===== src/rtl/reply_arbiter_pkg.sv =====
// Shared types and helpers for the reply FIFO arbiter.
package reply_arb_pkg;

   typedef enum logic [1:0] {
      IDLE   = 2'd0,
      STREAM = 2'd1,
      FINISH = 2'd2
   } state_t;

   localparam int LEN_W_DEF = 9;

   // Low bit of field i in a vector packed with w-bit fields.
   function automatic int lsb(input int i, input int w);
      return i * w;
   endfunction

endpackage


===== src/rtl/reply_arbiter_if.sv =====
// Reply producer and FIFO write-port bundle; master = arbiter side, slave = producers and FIFO.
interface reply_arbiter_if #(
   parameter int N_REQ = 4,
   parameter int LEN_W = 9
);
   logic [N_REQ-1:0]       req;
   logic [N_REQ*LEN_W-1:0] req_len;
   logic [N_REQ*8-1:0]     src_data;
   logic [N_REQ-1:0]       src_valid;
   logic [N_REQ-1:0]       src_ready;
   logic [N_REQ-1:0]       grant;
   logic [N_REQ-1:0]       done;
   logic                   err_oversize;
   logic                   fifo_wr_en;
   logic [7:0]             fifo_wr_data;
   logic                   fifo_full;
   logic [LEN_W-1:0]       fifo_free;
   logic                   busy;

   modport master (
      input  req, req_len, src_data, src_valid, fifo_full, fifo_free,
      output src_ready, grant, done, err_oversize, fifo_wr_en, fifo_wr_data, busy
   );

   modport slave (
      output req, req_len, src_data, src_valid, fifo_full, fifo_free,
      input  src_ready, grant, done, err_oversize, fifo_wr_en, fifo_wr_data, busy
   );
endinterface


===== src/rtl/reply_arbiter_rr_pick.sv =====
// Combinational round-robin picker: first req&elig bit searching upward from ptr+1.
module rr_pick #(
   parameter int N     = 4,
   parameter int PTR_W = $clog2(N)
) (
   input  logic [N-1:0]     req,
   input  logic [N-1:0]     elig,
   input  logic [PTR_W-1:0] ptr,
   output logic [N-1:0]     pick,
   output logic             valid
);

   always_comb begin
      pick  = '0;
      valid = 1'b0;
      for (int k = 1; k <= N; k++) begin
         logic [PTR_W-1:0] idx;
         idx = PTR_W'((int'(ptr) + k) % N);
         if (!valid && req[idx] && elig[idx]) begin
            pick[idx] = 1'b1;
            valid     = 1'b1;
         end
      end
   end

endmodule


===== src/rtl/reply_arbiter.sv =====
// Round-robin whole-packet arbiter in front of the reply FIFO.
// Optional REPLY_ARB_SKIP_EN: grant the first fitting requester instead of waiting head-of-line.
//
// state  | meaning
// IDLE   | choose a candidate, grant once its packet fits
// STREAM | pass the granted requester's bytes into the FIFO
// FINISH | done pulse cycle; requests are not evaluated
module reply_arbiter import reply_arb_pkg::*; #(
   parameter int N_REQ = 4,
   parameter int DEPTH = 256,
   parameter int LEN_W = LEN_W_DEF
) (
   input logic             clk,
   input logic             rst_n,
   reply_arbiter_if.master bus
);

   localparam int               PTR_W   = $clog2(N_REQ);
   localparam logic [LEN_W-1:0] DEPTH_L = LEN_W'(DEPTH);

   state_t           state;
   logic [N_REQ-1:0] grant;
   logic [N_REQ-1:0] done;
   logic             err_oversize;
   logic             busy;
   logic [LEN_W-1:0] remaining;
   logic [PTR_W-1:0] ptr;

   logic [N_REQ-1:0] pick;
   logic             pick_valid;
   logic [PTR_W-1:0] pick_idx;
   logic [LEN_W-1:0] sel_len;
   logic [7:0]       sel_data;
   logic             sel_valid;
   logic             wr_en;

`ifdef REPLY_ARB_SKIP_EN
   logic [N_REQ-1:0] fit_mask;
   logic [N_REQ-1:0] skipped;
   logic [N_REQ-1:0] pick_norm, pick_skip;
   logic             valid_norm, valid_skip;

   always_comb begin
      fit_mask = '0;
      for (int i = 0; i < N_REQ; i++) begin
         fit_mask[i] = (bus.req_len[lsb(i, LEN_W) +: LEN_W] > DEPTH_L) ||
                       (bus.req_len[lsb(i, LEN_W) +: LEN_W] <= bus.fifo_free);
      end
   end

   rr_pick #(.N(N_REQ), .PTR_W(PTR_W)) u_pick_skip (
      .req(bus.req & skipped), .elig(fit_mask), .ptr(ptr),
      .pick(pick_skip), .valid(valid_skip)
   );

   rr_pick #(.N(N_REQ), .PTR_W(PTR_W)) u_pick (
      .req(bus.req), .elig(fit_mask), .ptr(ptr),
      .pick(pick_norm), .valid(valid_norm)
   );

   // Previously skipped requesters win outright once they fit, bounding starvation.
   assign pick       = valid_skip ? pick_skip : pick_norm;
   assign pick_valid = valid_skip | valid_norm;

   always_ff @(posedge clk or negedge rst_n) begin
      if (!rst_n) begin
         skipped <= '0;
      end else if (state == IDLE && pick_valid) begin
         skipped <= (skipped | (bus.req & ~fit_mask)) & ~pick & bus.req;
      end else begin
         skipped <= skipped & bus.req;
      end
   end
`else
   rr_pick #(.N(N_REQ), .PTR_W(PTR_W)) u_pick (
      .req(bus.req), .elig({N_REQ{1'b1}}), .ptr(ptr),
      .pick(pick), .valid(pick_valid)
   );
`endif

   always_comb begin
      sel_len   = '0;
      sel_data  = '0;
      sel_valid = 1'b0;
      pick_idx  = '0;
      for (int i = 0; i < N_REQ; i++) begin
         if (pick[i]) begin
            sel_len  = sel_len | bus.req_len[lsb(i, LEN_W) +: LEN_W];
            pick_idx = PTR_W'(i);
         end
         if (grant[i]) begin
            sel_data  = sel_data | bus.src_data[lsb(i, 8) +: 8];
            sel_valid = sel_valid | bus.src_valid[i];
         end
      end
   end

   assign wr_en = (state == STREAM) && sel_valid && !bus.fifo_full;

   always_ff @(posedge clk or negedge rst_n) begin
      if (!rst_n) begin
         state        <= IDLE;
         grant        <= '0;
         done         <= '0;
         err_oversize <= 1'b0;
         busy         <= 1'b0;
         remaining    <= '0;
         ptr          <= PTR_W'(N_REQ - 1);
      end else begin
         done         <= '0;
         err_oversize <= 1'b0;
         case (state)
            IDLE: begin
               if (pick_valid) begin
                  if (sel_len == '0) begin
                     grant <= pick;
                     done  <= pick;
                     ptr   <= pick_idx;
                     busy  <= 1'b1;
                     state <= FINISH;
                  end else if (sel_len > DEPTH_L) begin
                     done         <= pick;
                     err_oversize <= 1'b1;
                     ptr          <= pick_idx;
                     busy         <= 1'b1;
                     state        <= FINISH;
                  end else if (sel_len <= bus.fifo_free) begin
                     grant     <= pick;
                     remaining <= sel_len;
                     ptr       <= pick_idx;
                     busy      <= 1'b1;
                     state     <= STREAM;
                  end
               end
            end
            STREAM: begin
               if (wr_en) begin
                  remaining <= remaining - LEN_W'(1);
                  if (remaining == LEN_W'(1)) begin
                     grant <= '0;
                     done  <= grant;
                     state <= FINISH;
                  end
               end
            end
            FINISH: begin
               grant <= '0;
               busy  <= 1'b0;
               state <= IDLE;
            end
            default: begin
               grant <= '0;
               busy  <= 1'b0;
               state <= IDLE;
            end
         endcase
      end
   end

   assign bus.grant        = grant;
   assign bus.done         = done;
   assign bus.err_oversize = err_oversize;
   assign bus.busy         = busy;
   assign bus.src_ready    = (state == STREAM) ? (grant & {N_REQ{~bus.fifo_full}}) : '0;
   assign bus.fifo_wr_en   = wr_en;
   assign bus.fifo_wr_data = (state == STREAM) ? sel_data : 8'h00;

endmodule


===== src/flat_wrapper.sv =====
// flat-port wrapper written by rule: the top's interface ports become plain ports
module reply_arbiter_flat import reply_arb_pkg::*;
#(
   parameter int N_REQ = 4,
   parameter int DEPTH = 256,
   parameter int LEN_W = LEN_W_DEF
)
  (clk, rst_n, bus_req, bus_req_len, bus_src_data, bus_src_valid, bus_fifo_full, bus_fifo_free, bus_src_ready, bus_grant, bus_done, bus_err_oversize, bus_fifo_wr_en, bus_fifo_wr_data, bus_busy);
  reply_arbiter_if #(.N_REQ(N_REQ), .LEN_W(LEN_W)) bus_i ();
  input logic clk;
  input logic rst_n;
  input wire logic [$bits(bus_i.req)-1:0] bus_req;
  input wire logic [$bits(bus_i.req_len)-1:0] bus_req_len;
  input wire logic [$bits(bus_i.src_data)-1:0] bus_src_data;
  input wire logic [$bits(bus_i.src_valid)-1:0] bus_src_valid;
  input wire logic [$bits(bus_i.fifo_full)-1:0] bus_fifo_full;
  input wire logic [$bits(bus_i.fifo_free)-1:0] bus_fifo_free;
  output wire logic [$bits(bus_i.src_ready)-1:0] bus_src_ready;
  output wire logic [$bits(bus_i.grant)-1:0] bus_grant;
  output wire logic [$bits(bus_i.done)-1:0] bus_done;
  output wire logic [$bits(bus_i.err_oversize)-1:0] bus_err_oversize;
  output wire logic [$bits(bus_i.fifo_wr_en)-1:0] bus_fifo_wr_en;
  output wire logic [$bits(bus_i.fifo_wr_data)-1:0] bus_fifo_wr_data;
  output wire logic [$bits(bus_i.busy)-1:0] bus_busy;
  assign bus_i.req = bus_req;
  assign bus_i.req_len = bus_req_len;
  assign bus_i.src_data = bus_src_data;
  assign bus_i.src_valid = bus_src_valid;
  assign bus_i.fifo_full = bus_fifo_full;
  assign bus_i.fifo_free = bus_fifo_free;
  assign bus_src_ready = bus_i.src_ready;
  assign bus_grant = bus_i.grant;
  assign bus_done = bus_i.done;
  assign bus_err_oversize = bus_i.err_oversize;
  assign bus_fifo_wr_en = bus_i.fifo_wr_en;
  assign bus_fifo_wr_data = bus_i.fifo_wr_data;
  assign bus_busy = bus_i.busy;
  reply_arbiter #(.N_REQ(N_REQ), .DEPTH(DEPTH), .LEN_W(LEN_W)) u_core (.clk(clk), .rst_n(rst_n), .bus(bus_i));
endmodule

===== config.mk =====
export PLATFORM = sky130hd
export DESIGN_NAME = reply_arbiter_flat
export DESIGN_NICKNAME = d
export VERILOG_FILES = /design/src/rtl/reply_arbiter_pkg.sv /design/src/rtl/reply_arbiter_if.sv /design/src/rtl/reply_arbiter_rr_pick.sv /design/src/rtl/reply_arbiter.sv /design/src/flat_wrapper.sv
export SDC_FILE = /design/constraint.sdc
export NUM_CORES = 1
export LEC_CHECK = 0
export CAP_MARGIN = 40
export CELL_PAD_IN_SITES_DETAIL_PLACEMENT = 0
export CELL_PAD_IN_SITES_GLOBAL_PLACEMENT = 1
export CORE_AREA = 2 2 92 94
export CTS_BUF_LIST = sky130_fd_sc_hd__clkbuf_8
export DETAILED_ROUTE_END_ITERATION = 10
export DIE_AREA = 0 0 94 96
export PLACE_DENSITY = 0.77
export SYNTH_ARGS = -nofsm -noshare
export SYNTH_HDL_FRONTEND = slang
export SYNTH_HIERARCHICAL = 1
export SYNTH_SLANG_ARGS = --single-unit

===== constraint.sdc =====
create_clock -name clk -period 6.25 [get_ports clk]
set_input_delay 0.9375 -clock clk [delete_from_list [all_inputs] [get_ports clk]]
set_output_delay 0.9375 -clock clk [all_outputs]
set_load 0.02 [all_outputs]

# Yosys cells after proc, flatten, opt, wreduce, memory -nomap -nowiden
# Cells that the tools add are included.
# word_totals
ff_bits	23
ramBits	0
output_inout_bits	23
memories	0
latchBits	0
rom_bits	0
# op_classes
n_mux	87
n_div	0
n_eq_ne	11
shifts	0
mul	0
n_lt_le_gt_ge	10
n_bitwise	15
n_reduce_logical	26
addsub	5
# ops
op	count
9-bit two-way mux	9
4-bit two-way mux	16
8-bit two-way mux	5
1-bit two-way mux	29
9-bit bitwise OR	3
8-bit bitwise OR	3
2-bit two-way mux	11
9-bit one-hot mux with 2 select lines	1
1-bit binary-select mux with 2-bit select	8
4-bit one-hot mux with 2 select lines	2
1-bit logical AND	13
2-bit by 3-bit less-than comparator with 1-bit output, second input constant	4
4-bit bitwise OR	3
9-bit by 1-bit equality test with 1-bit output, second input constant	1
9-bit greater-than comparator, second input constant	1
9-bit less-or-equal comparator	1
9-bit logical NOT	1
9-bit by 1-bit subtractor with 9-bit output, second input constant	1
1-bit demux with 2-bit select	4
2-bit by 1-bit greater-or-equal comparator with 1-bit output, second input constant	4
2-bit inequality test, second input constant	4
3-bit AND reduction	2
6-bit AND reduction	1
5-bit AND reduction	1
other kinds (17)	26

# Depth between registers and ports, before layout
# Gate-level depths: netlist (run 1).
# logic_depth
ltp_word	30
depth_mapped	17
ltp_nobuf	16

# By module
# Netlist (run 1), hierarchy kept.
# modules_own_cells
module	area_each_um2	instances	cells_each
reply_arbiter	1965.6	1	235
rr_pick	394.1	1	48

# Least setup slack after synthesis (run 1)
# OpenSTA, ideal clock, no wires.
# synth_timing
path_type	flip-flop to flip-flop
startpoint	register u_core.ptr[0]
endpoint	register u_core.remaining[8]
t_arrival_ns	4.395
synth_period_minus_slack_ns	4.514
path_slack_ns	1.736
required_ns	6.131
stages_incl_launch_ff	18
cell_sequence	dfstp_2 -> inv_1 -> ha_1 -> mux4_2 -> a22o_1 -> a21o_1 -> a221o_1 -> clkbuf_1 -> a22oi_1 -> nand2_1 -> ha_1 -> nand4_2 -> or3_4 -> o211a_1 -> buf_6 -> or2_1 -> buf_6 -> o21a_1
# synth_via
word_cells_on_any_way	81
classes_between	4 x add/sub; 10 x order compare; 4 x eq/ne; 41 x mux; 6 x bitwise; 16 x reduce/logical
# synth_lines
element	line_no	source
from (decl)	reply_arbiter.sv:27	logic [PTR_W-1:0] ptr;
from (signal assigned)	reply_arbiter.sv:108	ptr <= PTR_W'(N_REQ - 1);
from (signal assigned)	reply_arbiter.sv:118	ptr <= pick_idx;
from (signal assigned)	reply_arbiter.sv:124	ptr <= pick_idx;
branches (longest 16 deep; another with 2-bit by 3-bit less-than comparator with 1-bit output)	--	
4-bit two-way mux *	reply_arbiter_rr_pick.sv:19	if (!valid && req[idx] && elig[idx]) begin
net u_core.pick[2]	reply_arbiter.sv:29	logic [N_REQ-1:0] pick;
9-bit two-way mux *	reply_arbiter.sv:87	if (pick[i]) begin
9-bit bitwise OR	reply_arbiter.sv:88	sel_len = sel_len | bus.req_len[lsb(i, LEN_W) +: LEN_W];
9-bit two-way mux *	reply_arbiter.sv:87	
branches (longest 5 deep; another with 9-bit greater-than comparator)	--	
to (signal assigned)	reply_arbiter.sv:129	remaining <= sel_len;
to (signal assigned)	reply_arbiter.sv:138	remaining <= remaining - LEN_W'(1);
to (decl)	reply_arbiter.sv:26	logic [LEN_W-1:0] remaining;
# Mark *: on every way through the listed nets, which the timed path passes. The select of a mux whose other input is x is not followed.
# A chain may end at the register's enable or synchronous reset.

# Final worst setup path (run 1)
# layout_timing
startpoint	register u_core.ptr[0]
endpoint	register u_core.remaining[8]
# layout_via
word_cells_on_any_way	81
classes_between	4 x add/sub; 10 x order compare; 4 x eq/ne; 41 x mux; 6 x bitwise; 16 x reduce/logical
# layout_lines
element	line_no
branches (longest 16 deep; another with 2-bit by 3-bit less-than comparator with 1-bit output)	--
4-bit two-way mux *	reply_arbiter_rr_pick.sv:19
net u_core.pick[3]	reply_arbiter.sv:29
9-bit two-way mux *	reply_arbiter.sv:87
branches (longest 5 deep; another with 9-bit greater-than comparator)	--
# Marked as above.

==> results of run 1 <==
## power by group through the flow
stage	Clock [uW]	Combinational (uW)	Sequential, uW
global placement	0	1150	286
CTS	93.6	1170	284
detailed placement	0	1170	286
global route	101	1310	296
floorplan	0	869	273
finish	89.9	1170	285
## state kept, by name (all words and copies together), names as in the netlist
| register | flops |
|---|---|
| u_core/remaining | 9 |
| u_core/ptr | 2 |
| u_core/state | 2 |
| u_core/bus.done | 4 |
| u_core/bus.grant | 4 |
| u_core/bus.err_oversize | 1 |
| u_core/bus.busy | 1 |
## cell families after synthesis
kind of cell,after synthesis,synth area share [%]
buf+inv,36,7.00
flops,23,24.5
fa+ha+maj,20,10.6
other cells,1,0.159
mux,5,3.18
compound gates,116,35.4
simple gates,82,19.1
## Yosys cell counts (5+ instances only)
cell type  count
nor2_1        16
ha_1          20
nand2_1       17
dfrtp_1       21
inv_1         22
nor3_1         6
a21oi_1       23
o31ai_1        5
clkbuf_1      10
o21ai_1        6
and2_1         8
nand3_1        8
a22oi_1       35
a22o_1        13
nor4_1         5
## area by class of cell
class,instances,area share (%)
Clock inverter,1,0.104
Tap cell,105,3.65
Inverter,22,2.29
Sequential cell,23,16.0
Clock buffer,3,1.15
Multi-Input combinational cell,233,45.8
Timing Repair Buffer,111,31.0
## per-layer routing
layer  track usage, %  vias to the layer above
met5                0                        -
met2             29.3                      113
met4             5.80                        0
met1             24.4                     1281
li1                 -                     1297
met3             3.76                       13
## worst max-delay path, cell delays in order (launching register included)
cell	delay, ns
dfstp_2	0.67
inv_1	0.17
ha_1	0.40
mux4_2	0.58
a22o_1	0.20
a21o_1	0.15
a221o_1	0.44
a22o_1	0.27
a221oi_1	0.47
inv_1	0.12
nor4_1	0.38
nand2_1	0.11
ha_1	0.25
nor3_2	0.30
nor2_2	0.13
or2_1	0.39
o21a_1	0.23
## stage by stage
step / total power, uW / utilization [%] / area [sq um] / cells / hold WS (ns)
CTS: 1550 / 44.8 / 3600 / 498 / 0.525
floorplan: 1140 / - / 2390 / 292 / 0.474
finish: 1550 / 44.8 / 3600 / 498 / 0.521
global route: 1710 / 44.8 / 3600 / 498 / 0.561
global placement: 1430 / 44.0 / 3540 / 493 / 0.503
detailed placement: 1450 / 44.2 / 3560 / 494 / 0.514
## layout by cell type, fill, tap and decap left out, drive strengths merged, types with 5 or more instances in the layout
master | synthesis | layout
clkdlybuf4s50 | 0 | 110
a22oi | 35 | 35
inv | 22 | 23
a21oi | 23 | 23
dfrtp | 21 | 21
ha | 20 | 20
nand2 | 17 | 17
nor2 | 17 | 17
a22o | 15 | 15
conb | 1 | 10
and2 | 10 | 10
o21ai | 9 | 9
nand3 | 8 | 8
nor3 | 7 | 7
nor4 | 5 | 5
o31ai | 5 | 5
or3 | 5 | 5
## worst max-delay path by stage
| stage | endpoint | slack, ns | cells after the start |
|---|---|---|---|
| after floorplan | u_core/remaining[8]$_DFFE_PN0P_ | 1.74 | 17 |
| after global placement | u_core/remaining[3]$_DFFE_PN0P_ | 0.82 | 16 |
| after detailed placement | u_core/remaining[3]$_DFFE_PN0P_ | 0.63 | 16 |
| after CTS | u_core/remaining[8]$_DFFE_PN0P_ | 0.88 | 16 |
| after global routing | u_core/remaining[8]$_DFFE_PN0P_ | 0.42 | 16 |
| final | u_core/remaining[8]$_DFFE_PN0P_ | 0.87 | 16 |
==> qor.txt, run 1 <==
status = finished, final reports clean
met3 routed WL = 719 um
Relative slew margins = 59.3%
worst r2r dst = u_core/remaining[8]$_DFFE_PN0P_
Die Wd = 94 um
drt first pass iters = 4
Slew @ Worst Pin = 0.604 ns
dominant cell type by area after synthesis = dfrtp_1
Crit. End Element = register
clk root buf = clkbuf_8
hold endpoint = u_core/bus.busy$_DFFE_PN0P_
Max Cap Viol = 0
Post-CTS Setup Inserts = 0
Post-CTS Hold Buffers = 0
die area = 0.00902 sq mm
fin worst setup slack = 0.871 ns
routed length on met1 = 3.48 mm
Setup crit start = u_core/ptr[0]$_DFFE_PN1P_
Routed met2 length = 3.89 mm
Fillers = 820
Comb pwr share = 75.7%
reg2reg start = u_core/ptr[0]$_DFFE_PN1P_
I/O Buffers = 110
Via density = 5.43
sw power = 805 uW
yosys warns = 6
global-route wire length before repair = 13.0 mm
cell-internal power = 743 uW
Longest Clk Path Bufs = 2
clock power share = 5.8%
Top Ports = 111
vias in the first global route = 2610
Core Region = 0.00805 sq mm
fmax = 0.186 GHz
CTS tree = yes
TritonCTS Buffers = 3
Antenna Cells = 0
total length of routed wires = 8.24 mm
post_cts resized = 0
Setup WS pre-CTS = 0.628 ns
maximum vdd ir drop = 147 uV
final setup fails = 0
Worst-Skew Late Latency = 0.26 ns
Tmin final = 5.38 ns
largest net degree at the start of global routing = 29
average cell area after synthesis = 8.34 sq um
Final Cycle Share = 86.1%
DR WL/cell = 16.5 um
Seq pwr share = 18.4%
pwr dens = 429 mW/mm^2
footprint of the multi-input gates = 0.00165 sq mm
Cells after Synth = 283
Synth Cell Area = 0.00236 sq mm
Min-Delay Path Class = reg2reg
WHS Path Cells = 2
starting density of the core = 29.3%
Yosys cell types = 53
RSZ-0062 raised after global routing = false
final hold violation count = 0
register area = 578 sq um
sw frac = 52.0%
number of flops mapped to enable cells by yosys = 0
critical path class = reg2reg
r2r setup slk = 0.87 ns
ys async rst share = 100%
critical-path maximum fanout = 13
Layout area overhead = 52.7%
Final HPWL DP = 6.56 mm
DR top layer = met4
Placer Congestion = 0.867
drt initial violations = 214
Die Ht = 96 um
via count = 2704
H-tree levels = 1
r2r worst-path depth = 16
critical path arrival = 5.54 ns
initial antenna violation count = 0
Reg clk slew, reported paths = 0.08 ns
Seq cells post-synth = 23
startpoint types = register
critical path required time = 6.41 ns
number of remaining DRC errors = 0
share of cells above drive strength 1 = 5.85%
P_leak = 0.00151 uW
final-stage net count = 502
Antenna Nets Post-Route = 0
synth top area cells = dfrtp_1 22%, a22oi_1 11%, ha_1 11%
final setup TNS = 0 ns
clk_skew = 0.00484 ns
sequential-to-total area share from yosys stat = 24.5%
gr ovfl total = 0
Yosys top cell area share = 22.3%
GR Util All Layers = 18.2%
min-delay src = u_core/bus.busy$_DFFE_PN0P_
Max Slew Vio Count = 0
placement row count = 33
Post-synth top flop = dfrtp_1
CTS Sinks = 23
(Power assumes the default switching activity.)
==> inputs of run 2 (changes only) <==
PLACE_DENSITY = 0.78   (was 0.77)
==> qor.txt, run 2 (synthesis gave the netlist of run 1 again) <==
status = finished, final reports clean
vias in the first global route = 2570 (-1.5%)
GR Util All Layers = 17.0% (-1.2 points)
commonest non-fill, non-tap cells in the layout = 110 x clkdlybuf4s50_1, 35 x a22oi_1, 23 x a21oi_1
Die Ht = 96 um (unchanged)
crit path cell chain = clkdlybuf4s50_1, and2_1, mux4_2, a22o_1, a21o_1, a221o_1, a22o_1, a221oi_1, inv_1, nor4_1, nand2_1, ha_1, nor3_2, nor2_2, or2_1, o22a_2
critical path required time = 6.42 ns (about the same)
share of cells above drive strength 1 = 6.11% (+0.25 points)
DR WL/cell = 16.1 um (-2.8%)
CTS Sinks = 23 (unchanged)
global-route wire length before repair = 12.3 mm (-5.7%)
Seq pwr share = 18.2% (-0.2 points)
Worst path most repeated cell = a22o_1
post_cts resized = 0 (unchanged)
Critical Path Slowest Stage Cell = mux4_2
die area = 0.00902 sq mm (unchanged)
final setup fails = 0 (unchanged)
initial antenna violation count = 0 (unchanged)
sw frac = 51.7% (-0.30 points)
final instance area = 0.00360 sq mm (about the same)
Layout area overhead = 52.8% (about the same)
Comb pwr share = 75.5% (-0.2 points)
drt first pass iters = 4 (unchanged)
startpoint types = input pin
sw power = 795 uW (-1.2%)
Top Ports = 111 (unchanged)
placement row count = 33 (unchanged)
reg2reg start = u_core/ptr[0]$_DFFE_PN1P_
dpl cells = 494 (unchanged)
gr ovfl total = 0 (unchanged)
RSZ-0062 raised after global routing = false
clk_skew = 0.0137 ns (+0.00889 ns)
H-tree levels = 1 (unchanged)
Relative slew margins = 55.2% (-4.2 points)
P_leak = 0.00151 uW (about the same)
Worst-Skew Late Latency = 0.27 ns (about the same)
final-stage net count = 502 (unchanged)
worst r2r dst = u_core/remaining[3]$_DFFE_PN0P_
Bufs and invs on worst path = 2 (unchanged)
Longest Clk Path Bufs = 2 (unchanged)
largest net degree at the start of global routing = 29 (unchanged)
min-delay src = u_core/bus.busy$_DFFE_PN0P_
Final Cycle Share = 84.3% (-1.8 points)
Die Wd = 94 um (unchanged)
non-filler instance count after layout = 498 (unchanged)
Worst path depth = 16 (unchanged)
r2r setup slk = 0.99 ns (+0.12 ns)
Via density = 5.36 (-1.3%)
Largest register FFs = 9 (unchanged)
critical path class = in2reg
most common cell after layout, fill and taps aside = clkdlybuf4s50_1
Post-CTS Hold Buffers = 0 (unchanged)
Top Registers = u_core/remaining (9), u_core/bus.done (4), u_core/bus.grant (4)
footprint of the multi-input gates = 0.00165 sq mm (unchanged)
Fillers = 798 (-2.7%)
I/O Buffers = 110 (unchanged)
Largest Register = u_core/remaining
TritonCTS Buffers = 3 (unchanged)
power consumption = 1540 uW (-0.67%)
total length of routed wires = 8.01 mm (-2.8%)
cell-internal power = 743 uW (about the same)
Max Cap Viol = 0 (unchanged)
WHS Path Cells = 2 (unchanged)
Post-CTS Setup Inserts = 0 (unchanged)
starting density of the core = 29.3% (unchanged)
pwr dens = 426 mW/mm^2 (-0.70%)
clk root buf = clkbuf_8
critical path arrival = 5.44 ns (-0.10 ns)
critical-path maximum fanout = 13 (unchanged)
CTS tree = yes
DP Area = 0.00356 sq mm (unchanged)
Max Slew Vio Count = 0 (unchanged)
via count = 2669 (-1.3%)
Core Region = 0.00805 sq mm (unchanged)
Antenna Nets Post-Route = 0 (unchanged)
Final HPWL DP = 6.39 mm (-2.5%)
drt initial violations = 160 (-25%)
Reg clk slew, reported paths = 0.10 ns (+0.02 ns)
final setup TNS = 0 ns (unchanged)
maximum vdd ir drop = 197 uV (+34%)
Crit. End Element = register
Slew @ Worst Pin = 0.666 ns (+0.0617 ns)
Antenna Cells = 0 (unchanged)
Tmin final = 5.27 ns (-0.110 ns)
register area = 578 sq um (unchanged)
post-layout util = 44.8% (about the same)
final hold violation count = 0 (unchanged)
max incr delay on CP = 0.51 ns (-0.16 ns)
fmax = 0.190 GHz (+2.1%)
Placer Congestion = 0.806 (-7.1%)
r2r worst-path depth = 16 (unchanged)
CP delay by family, top = compound AO/OA/AOI/OAI gates
hold endpoint = u_core/bus.busy$_DFFE_PN0P_
number of remaining DRC errors = 0 (unchanged)
clock power share = 6.3% (+0.5 points)
Min-Delay Path Class = reg2reg
## run 2: area by class of cell
cell class                      instances  area share (%)
Multi-Input combinational cell        233            45.8
Clock buffer                            3            1.15
Inverter                               22            2.29
Sequential cell                        23            16.0
Timing Repair Buffer                  111            31.0
Tap cell                              105            3.64
Clock inverter                          1           0.139
## run 2: power by group through the flow
stage	sequential, uW	combinational (uW)	clock [uW]
2_1_floorplan	273	869	0
3_3_place_gp	283	1140	0
3_5_place_dp	282	1150	0
4_1_cts	279	1160	97.8
5_1_grt	290	1290	103
6_report	280	1160	96.6
## run 2: routing by layer
metal,wire (um),track usage [%]
met3,738,2.04
met5,0,0
met2,3870,31.8
met1,3350,21.1
met4,54,3.14
## run 2: worst max-delay path by stage
stage | startpoint | to | slack, ns
after CTS | bus_req[3] | u_core/remaining[3]$_DFFE_PN0P_ | 0.96
after detailed placement | bus_req[3] | u_core/remaining[3]$_DFFE_PN0P_ | 0.67
after global routing | u_core/ptr[0]$_DFFE_PN1P_ | u_core/remaining[3]$_DFFE_PN0P_ | 0.53
after global placement | bus_req[2] | u_core/remaining[3]$_DFFE_PN0P_ | 0.82
final | bus_req[3] | u_core/remaining[3]$_DFFE_PN0P_ | 0.98
after floorplan | u_core/ptr[0]$_DFFE_PN1P_ | u_core/remaining[8]$_DFFE_PN0P_ | 1.74
## run 2: worst register-to-register path: stages, from the launching register on
cell and delay (ns):
dfstp_2 0.66, inv_1 0.16, ha_1 0.40, mux4_2 0.58, a22o_1 0.20, a21o_1 0.16, a221o_1 0.46, a22o_1 0.28
a221oi_1 0.40, inv_1 0.10, nor4_1 0.34, nand2_1 0.11, ha_1 0.25, nor3_2 0.31, nor2_2 0.14, or2_1 0.39
o22a_2 0.24
## run 2: metrics by stage
stage               setup WS [ns]  hold WS [ns]
floorplan                    1.74         0.474
global placement            0.818         0.499
detailed placement          0.672         0.507
CTS                         0.956         0.529
global route                0.527         0.550
finish                      0.981         0.531
==> inputs of run 3 (changes only) <==
CORE_AREA = 2 2 97 99   (was 2 2 92 94)
DIE_AREA = 0 0 99 101   (was 0 0 94 96)
PLACE_DENSITY = 0.74   (was 0.78)
clock period = 4.3 ns   (was 6.25 ns; I/O delays follow)
==> qor.txt, run 3 (synthesis gave the netlist of run 1 again) <==
Antenna Nets Post-Route = 0 (unchanged)
Largest register FFs = 9 (unchanged)
initial antenna violation count = 0 (unchanged)
Max Cap Viol = 0 (unchanged)
Min-Delay Path Class = reg2reg
number of remaining DRC errors = 0 (unchanged)
Worst-Skew Late Latency = 0.26 ns (about the same)
r2r worst-path depth = 17 (+1)
worst r2r dst = u_core/remaining[8]$_DFFE_PN0P_
P_leak = 0.00173 uW (+14%)
global-route wire length before repair = 13.4 mm (+8.8%)
Antenna Cells = 0 (unchanged)
largest net degree at the start of global routing = 29 (unchanged)
Die Wd = 99 um (+5.3%)
vias in the first global route = 2753 (+7.1%)
clk root buf = clkbuf_8
fmax = 0.234 GHz
DP Area = 0.00387 sq mm (+8.8%)
critical-path maximum fanout = 7 (-6)
Via density = 5.19 (-3.2%)
final instance area = 0.00419 sq mm (+16%)
final-stage net count = 542 (+8.0%)
placement row count = 35 (+6.1%)
most common cell after layout, fill and taps aside = clkdlybuf4s50_1
Setup crit start = u_core/ptr[0]$_DFFE_PN1P_
Die Ht = 101 um (+5.2%)
pwr dens = 745 mW/mm^2 (+75%)
critical path required time = 4.50 ns (-1.92 ns)
Final Cycle Share = 99.6%
startpoint types = register
gr ovfl total = 0 (unchanged)
CTS Sinks = 23 (unchanged)
Crit. End Element = register
Slew @ Worst Pin = 0.697 ns (+0.0309 ns)
Max Slew Vio Count = 0 (unchanged)
Core Region = 0.00898 sq mm (+11%)
Placer Congestion = 0.823 (+2.2%)
H-tree levels = 1 (unchanged)
reg2reg start = u_core/ptr[0]$_DFFE_PN1P_
Longest Clk Path Bufs = 2 (unchanged)
status = finished, final reports clean
die area = 0.0100 sq mm (+11%)
drt initial violations = 197 (+23%)
TritonCTS Buffers = 3 (unchanged)
final hold violation count = 0 (unchanged)
r2r setup slk = 0.02 ns (-0.97 ns)
final setup fails = 0 (unchanged)
Top Ports = 111 (unchanged)
maximum vdd ir drop = 306 uV (+55%)
share of cells above drive strength 1 = 24.2% (+18 points)
Final HPWL DP = 6.90 mm (+7.9%)
total length of routed wires = 8.91 mm (+11%)
hold slack final = 0.549 ns (+0.0182 ns)
Tmin final = 4.28 ns
starting density of the core = 26.3% (-3.0 points)
Largest Register = u_core/remaining
critical path class = reg2reg
clk_skew = 0.00121 ns (-0.0125 ns)
Relative slew margins = 53.1% (-2.1 points)
Top Registers = u_core/remaining (9), u_core/bus.done (4), u_core/bus.grant (4)
GR Util All Layers = 16.4% (-0.61 points)
DR WL/cell = 16.4 um (+1.8%)
crit path to = u_core/remaining[8]$_DFFE_PN0P_
CTS tree = yes
Reg clk slew, reported paths = 0.08 ns (-0.02 ns)
commonest non-fill, non-tap cells in the layout = 106 x clkdlybuf4s50_1, 37 x buf_4, 27 x a22oi_1
critical path arrival = 4.49 ns (-0.95 ns)
drt first pass iters = 4 (unchanged)
RSZ-0062 raised after global routing = true
Layout area overhead = 77.7%
Post-CTS Hold Buffers = 0 (unchanged)
via count = 2823 (+5.8%)
I/O Buffers = 110 (unchanged)
-- run 3: cell count changes in the layout (fill, tap and decap cells not counted), sizes merged --
cell and delta:
buf +39, clkdlybuf4s50 -4, dlygate4sd2 +3, dlymetal6s2s +1, or2 +1
-- run 3: report_power, final --
group / switching (uW) / internal [uW]
combinational: 1320 / 1280
clock: 67.7 / 64.6
sequential: 92.4 / 306
-- run 3: repair_timing --
action / in CTS / in global routing
pin swaps: 2 / 11
gates cloned: 0 / 1
resized for setup: 9 / 39
setup buffers: 1 / 5
endpoints found under the setup margin: 15 / 16
-- run 3: per-stage QoR --
stage	TNS, ns	worst slack [ns]	util (%)	power, uW	std cells
finish	0	0.0182	46.7	3130	544
global route	-1.51	-0.182	46.7	3380	544
CTS	0	0.00103	44.0	2680	538
detailed placement	-8.02	-0.530	43.1	2460	533
global placement	-6.67	-0.449	42.9	2440	532
floorplan	0	0.0254	-	1740	292
-- run 3: area by class of cell --
cell class / count / area (sq um)
multi-input cells: 234 / 1930
clock inverters: 1 / 5.00
well taps: 111 / 139
inverters: 22 / 85.1
flip-flops and latches: 23 / 578
repair buffers: 150 / 1420
clock buffers: 3 / 41.3
fillers: 837 / 4780
-- run 3: worst max-delay path, cell delays in order (launching register included) --
cell and delay [ns]:
dfstp_2 0.56, inv_4 0.04, ha_4 0.27, mux4_2 0.55
a22o_1 0.22, a21o_1 0.15, a221o_1 0.31, buf_4 0.19
a22oi_2 0.17, nand2_1 0.09, buf_4 0.15, ha_4 0.28
nand4_4 0.12, or3_4 0.36, o211a_4 0.18, buf_4 0.18
o31ai_2 0.25, o21a_1 0.16
-- run 3: metal layers --
| metal | vias to the layer above | share of wire [%] | track usage [%] | wire (um) |
|---|---|---|---|---|
| met4 | 0 | 0.72 | 3.37 | 64 |
| met2 | 101 | 48 | 27.7 | 4320 |
| li1 | 1375 | - | - | - |
| met1 | 1341 | 45 | 22.2 | 3980 |
| met3 | 6 | 6.1 | 2.50 | 546 |
| met5 | - | 0 | 0 | 0 |
-- run 3: how the worst min path moves through the flow --
stage,slack [ns],end,from,depth (start not counted)
6_report,0.55,u_core/remaining[4]$_DFFE_PN0P_,u_core/remaining[4]$_DFFE_PN0P_,2
5_1_grt,0.57,u_core/remaining[4]$_DFFE_PN0P_,u_core/remaining[4]$_DFFE_PN0P_,2
4_1_cts,0.53,u_core/remaining[4]$_DFFE_PN0P_,u_core/remaining[4]$_DFFE_PN0P_,2
3_5_place_dp,0.51,u_core/remaining[4]$_DFFE_PN0P_,u_core/remaining[4]$_DFFE_PN0P_,2
3_3_place_gp,0.51,u_core/remaining[4]$_DFFE_PN0P_,u_core/remaining[4]$_DFFE_PN0P_,2
2_1_floorplan,0.35,u_core/bus.busy$_DFFE_PN0P_,rst_n,0
